File: src/rtl/blade8_feeder.sv
// rtl/blade8_feeder.sv - operand sequencer feeding 2-bit blade pairs to the 16-lane signed bit-blade PE
//
// Latches one x/y vector pair and walks the 16 (i,j) blade-significance pairs,
// one per cycle, i-major. It also emits a PE_LAT-delayed tag describing each step.
//
// Ports:
//   clk, rst_n          clock (rising edge), asynchronous active-low reset
//   in_valid, in_ready  vector-pair handshake (in_ready depends on state only)
//   x_vec, y_vec        16 x 8-bit operands, element e at [8e+7:8e]
//   x_signed, y_signed  operands are two's complement
//   in1/sn1, in2/sn2    registered x / y blades and blade sign flags to the PE
//   blade_vld           in1/sn1/in2/sn2 carry a live blade pair
//   tag_vld/tag_shift/  PE_LAT-delayed step tag: live, i+j, first step, last step
//   tag_first/tag_last
module blade8_feeder #(
  parameter int NUM_ELEM = 16,
  parameter int PE_LAT   = 1
) (
  input  logic                  clk,
  input  logic                  rst_n,
  input  logic                  in_valid,
  output logic                  in_ready,
  input  logic [8*NUM_ELEM-1:0] x_vec,
  input  logic [8*NUM_ELEM-1:0] y_vec,
  input  logic                  x_signed,
  input  logic                  y_signed,
  output logic [2*NUM_ELEM-1:0] in1,
  output logic [NUM_ELEM-1:0]   sn1,
  output logic [2*NUM_ELEM-1:0] in2,
  output logic [NUM_ELEM-1:0]   sn2,
  output logic                  blade_vld,
  output logic                  tag_vld,
  output logic [2:0]            tag_shift,
  output logic                  tag_first,
  output logic                  tag_last
);

  localparam logic [0:0] ST_IDLE = 1'b0;
  localparam logic [0:0] ST_RUN  = 1'b1;

  logic [0:0]            state;
  logic [3:0]            cnt;
  logic [8*NUM_ELEM-1:0] xl;
  logic [8*NUM_ELEM-1:0] yl;
  logic                  xs_l;
  logic                  ys_l;
  logic                  accept;
  logic [1:0]            bi;
  logic [1:0]            bj;

  logic [2*NUM_ELEM-1:0] nxt_in1;
  logic [2*NUM_ELEM-1:0] nxt_in2;
  logic [NUM_ELEM-1:0]   nxt_sn1;
  logic [NUM_ELEM-1:0]   nxt_sn2;

  // Step attributes registered alongside the blade drive, then delayed for the tag.
  logic [2:0]            d_shift;
  logic                  d_first;
  logic                  d_last;
  logic [5:0]            tag_pipe [PE_LAT];

  // The last step of a vector doubles as the accept slot for the next one,
  // which is what makes back-to-back pairs gapless.
  assign in_ready = (state == ST_IDLE) | ((state == ST_RUN) & (cnt == 4'd15));
  assign accept   = in_valid & in_ready;
  assign bi       = cnt[3:2];
  assign bj       = cnt[1:0];

  function automatic logic [1:0] pick(input logic [7:0] v, input logic [1:0] s);
    case (s)
      2'd0:    pick = v[1:0];
      2'd1:    pick = v[3:2];
      2'd2:    pick = v[5:4];
      default: pick = v[7:6];
    endcase
  endfunction

  always_ff @(posedge clk or negedge rst_n) begin
    if (!rst_n) begin
      state <= ST_IDLE;
      cnt   <= 4'd0;
      xl    <= '0;
      yl    <= '0;
      xs_l  <= 1'b0;
      ys_l  <= 1'b0;
    end else if (accept) begin
      state <= ST_RUN;
      cnt   <= 4'd0;
      xl    <= x_vec;
      yl    <= y_vec;
      xs_l  <= x_signed;
      ys_l  <= y_signed;
    end else if (state == ST_RUN) begin
      cnt <= cnt + 4'd1;
      if (cnt == 4'd15) begin
        state <= ST_IDLE;
      end
    end
  end

  // Idle drive is all-zero so the PE sums to 0 between vectors.
  always_comb begin
    nxt_in1 = '0;
    nxt_in2 = '0;
    nxt_sn1 = '0;
    nxt_sn2 = '0;
    if (state == ST_RUN) begin
      for (int e = 0; e < NUM_ELEM; e++) begin
        nxt_in1[2*e +: 2] = pick(xl[8*e +: 8], bi);
        nxt_in2[2*e +: 2] = pick(yl[8*e +: 8], bj);
      end
      // Only the top blade of a signed operand carries the negative weight.
      nxt_sn1 = {NUM_ELEM{xs_l & (bi == 2'd3)}};
      nxt_sn2 = {NUM_ELEM{ys_l & (bj == 2'd3)}};
    end
  end

  always_ff @(posedge clk or negedge rst_n) begin
    if (!rst_n) begin
      in1       <= '0;
      in2       <= '0;
      sn1       <= '0;
      sn2       <= '0;
      blade_vld <= 1'b0;
      d_shift   <= 3'd0;
      d_first   <= 1'b0;
      d_last    <= 1'b0;
    end else begin
      in1       <= nxt_in1;
      in2       <= nxt_in2;
      sn1       <= nxt_sn1;
      sn2       <= nxt_sn2;
      blade_vld <= (state == ST_RUN);
      if (state == ST_RUN) begin
        d_shift <= {1'b0, bi} + {1'b0, bj};
        d_first <= (cnt == 4'd0);
        d_last  <= (cnt == 4'd15);
      end else begin
        d_shift <= 3'd0;
        d_first <= 1'b0;
        d_last  <= 1'b0;
      end
    end
  end

  // Tag delay line: stage 0 holds the tag of the blade pair currently on the
  // PE inputs, so the output stage lines up with the PE result PE_LAT later.
  always_ff @(posedge clk or negedge rst_n) begin
    if (!rst_n) begin
      for (int s = 0; s < PE_LAT; s++) begin
        tag_pipe[s] <= 6'd0;
      end
    end else begin
      tag_pipe[0] <= {blade_vld, d_shift, d_first, d_last};
      for (int s = 1; s < PE_LAT; s++) begin
        tag_pipe[s] <= tag_pipe[s-1];
      end
    end
  end

  assign tag_vld   = tag_pipe[PE_LAT-1][5];
  assign tag_shift = tag_pipe[PE_LAT-1][4:2];
  assign tag_first = tag_pipe[PE_LAT-1][1];
  assign tag_last  = tag_pipe[PE_LAT-1][0];

endmodule
File: config.mk
export PLATFORM = sky130hd
export DESIGN_NAME = blade8_feeder
export DESIGN_NICKNAME = d
export VERILOG_FILES = /design/src/rtl/blade8_feeder.sv
export SDC_FILE = /design/constraint.sdc
export NUM_CORES = 1
export LEC_CHECK = 0
export ABC_AREA = 1
export BUFFER_PORTS_ARGS = -buffer_cell sky130_fd_sc_hd__clkbuf_2
export CAP_MARGIN = 20
export CORE_ASPECT_RATIO = 0.8
export CORE_UTILIZATION = 40
export CTS_BUF_LIST = sky130_fd_sc_hd__clkbuf_16
export DETAILED_ROUTE_END_ITERATION = 10
export GPL_ROUTABILITY_DRIVEN = 0
export PLACE_DENSITY = 0.72
export SYNTH_ARGS = -nofsm -noshare
export SYNTH_HDL_FRONTEND = slang
export SYNTH_SLANG_ARGS = --single-unit
File: constraint.sdc
create_clock -name clk -period 1.9 [get_ports clk]
set_input_delay 0.285 -clock clk [delete_from_list [all_inputs] [get_ports clk]]
set_output_delay 0.285 -clock clk [all_outputs]
set_load 0.01 [all_outputs]
==> out/metrics.yaml <==
status:
  status: "complete, no violations"
logic_synthesis:
  synth_xor_area_frac: 0.000596
  syn_avg_cell_area_um2: 8.44
  yosys.area_share.adder: 0.00562
  yosys.area.top_type: "dfrtp_1"
  synth_top_family_by_area: "simple AND/OR/NAND/NOR gates"
  synth_compound_area_frac: 0.0466
  yosys-top-cells-area: "dfrtp_1, nand2_1, nand3_1, buf_2, o21ai_0"
  synth-async-reset-ratio: 1.00
  synthTopCellsByCount: "nand2_1, dfrtp_1, nand3_1, nor2_1, buf_2"
  synth_edf_count: 0
  synthMuxAreaShare: 0
  synthSimpleGateAreaFrac: 0.300
  syn-cell-area_um2: 14700
  ys_seq_elements: 341
  yosys.area.top_type_share: 0.580
  ys_seq_area_frac: 0.580
  syn_nets: 2009
  yosysMostFrequentCell: "nand2_1"
  synth_cell_types: 20
  yosys_most_used_dff: "dfrtp_1"
  yosysWarningCount: 0
  synthCells: 1742
routing:
  first_iter_violations: 1352
  vias: 14400
  viasPerCell: 5.21
  avgRoutedWirePerCell_um: 17.0
  drc_errors: 0
  drtPass1Iterations: 6
  postRouteAntennaNets: 0
  wl_mm: 46.9
placement:
  io_buffers: 364
  dp_hpwl_mm: 26.4
  place_area_um2: 17000
power_and_ir_drop:
  seq_power_share: 0.390
  p_sw_frac: 0.391
  clkPwrFrac: 0.218
  leakagePower_nw: 10.9
  powerDensity_nw_per_um2: 1560
  power_frac_comb: 0.392
  p_switching_mw: 12.4
  irDropWorstVdd_mv: 1.11
  p_int_mw: 19.3
grt:
  grt_overflow: 0
  grt_antenna_before_repair: 2
  grt_pass1_vias: 14200
  grt_pass1_wl_mm: 73.4
  grt_util_all_layers: 0.245
  grt_max_degree: 120
clocking:
  htreeDepth: 2
  cts_buffer_depth: 3
  clock-root-buffer: "clkbuf_16"
  clkTransAtPathRegs_ps: 60
  cts_tree: "built"
  clock_sinks: 341
  insertion_delay_ps: 530
  cts_made_buffers: 37
critical_path:
  r2r-start: "cnt[0]"
  worstPathRequired_ps: 1620
  cp-end-kind: "output port"
  cp-start-kind: "flop"
  worstSetupStartpoint: "cnt[0]"
  arrival_ps: 1570
  path_max_fanout: 3
  critical_path_class: "reg2out"
finish:
  fin_nets: 2515
  fill_cells: 3052
  syn2layout_area_growth_pct: 38.6
  fin_util: 0.565
  drive_above_1_share: 0.210
  final_area_um2: 20400
worst_hold_path:
  hold_start: "x_vec[125]"
  min_path_type: "in2reg"
floorplanning:
  pin_count: 365
  core_area_um2: 36100
  die_x_um: 216
  rows: 62
  die_area_um2: 37500
  start_util: 0.408
  dieHeight_um: 174
sta:
  fin_crit_sh: 0.974
  fin_worst_skew_ps: 23.6
  fin_setup_tns_ps: 0
  finalHoldViolations: 0
  drv_slew: 0
  fin_crit_ps: 1850
  slew_headroom: 0.627
  fmax_mhz: 541
  hold_ws_ps: 8.14
  setup_viol: 0
  rsz0062_at_grt: "false"
  max_slew.worst_pin.slew_ps: 560
job:
  cap_violations: 0
[power by group through the flow]
stage | combinational (mW) | clock [mW] | sequential (mW)
finish | 12.4 | 6.90 | 12.4
global route | 13.9 | 7.34 | 12.7
CTS | 12.2 | 7.02 | 12.3
detailed placement | 11.5 | 0 | 12.4
global placement | 11.2 | 0 | 12.3
floorplan | 7.31 | 0 | 12.3
[layer usage]
metal | up-vias | track usage | routed length (um)
li1 | 6604 | - | -
met1 | 6894 | 0.323 | 19500
met2 | 708 | 0.397 | 22500
met3 | 145 | 0.0418 | 3280
met4 | 0 | 0.107 | 1690
met5 | - | 0 | 0
[cell families after synthesis]
kind of cell,after synthesis
compound gates,129
xor+xnor,1
fa+ha+maj,6
buf+inv,204
flops,341
simple gates,1061
[placed cells by master (no fill, tap or decap), types with 2 or more instances in the layout]
cell type      instances
nand2_1              658
clkbuf_2             362
dfrtp_1              339
nand3_1              324
dlygate4sd3_1        208
nor2_1                74
o21ai_0               64
inv_1                 51
clkbuf_16             40
a21oi_1               33
a31oi_1               32
buf_4                 27
buf_12                20
clkinv_1               8
clkinv_2               7
ha_1                   4
diode_2                2
nand2_8                2
bufinv_16              2
bufbuf_16              2
dfrtp_2                2
buf_6                  2
buf_16                 2
[critical path, stage by stage, from the launching register on]
cell and delay (ps):
dfrtp_1 380, ha_2 210, nand3_4 110, nand2_8 80, buf_16 150, clkbuf_2 120
[flip-flops by register name (all words and copies together) (netlist names)]
| signal | count |
|---|---|
| state | 1 |
| yl | 128 |
| tag_pipe | 6 |
| d_first | 1 |
| xs_l | 1 |
| xl | 128 |
| d_shift | 3 |
| in2 | 32 |
| blade_vld | 1 |
| ys_l | 1 |
| d_last | 1 |
| sn1 | 1 |
| in1 | 32 |
| cnt | 4 |
| sn2 | 1 |
[metrics by stage]
stage / worst slack [ps] / cells / total power [mW]
2_1_floorplan: 363 / 1742 / 19.6
3_3_place_gp: 193 / 2471 / 23.5
3_5_place_dp: 124 / 2471 / 23.9
4_1_cts: 14.1 / 2751 / 31.5
5_1_grt: 1.72 / 2757 / 33.9
6_report: 49.9 / 2757 / 31.7
[final timing paths]
| kind | depth (start not counted) | endpoint | slack [ps] |
|---|---|---|---|
| worst min register to register | 0 | tag_pipe[0] | 350 |
| worst max-delay path | 5 | in_ready | 50 |
| max in group asynchronous | 3 | xl[24] | 870 |
| worst min-delay path | 3 | xl[125] | 8 |
| worst max register to register | 8 | cnt[3] | 90 |
| min in group asynchronous | 2 | xl[50] | 310 |
[cell type report]
class / instances / area, um2 / area share
Inverter: 44 / 165 / 0.00810
Multi-Input combinational cell: 1198 / 5240 / 0.257
Timing Repair Buffer: 626 / 4690 / 0.230
Sequential cell: 341 / 8540 / 0.419
Antenna cell: 2 / 5.00 / 0.000246
Tap cell: 480 / 601 / 0.0295
Clock buffer: 39 / 976 / 0.0479
Clock inverter: 27 / 171 / 0.00841
[timing repair]
action                     CTS  global route
resized for setup            2             3
setup endpoints to repair    1            18
cloned                       2             2
hold endpoints to repair   240             0
buffers inserted             4             2
hold buffers               208             0
pin swaps                    2             2
Note: power is estimated with default switching activity, not from simulation.
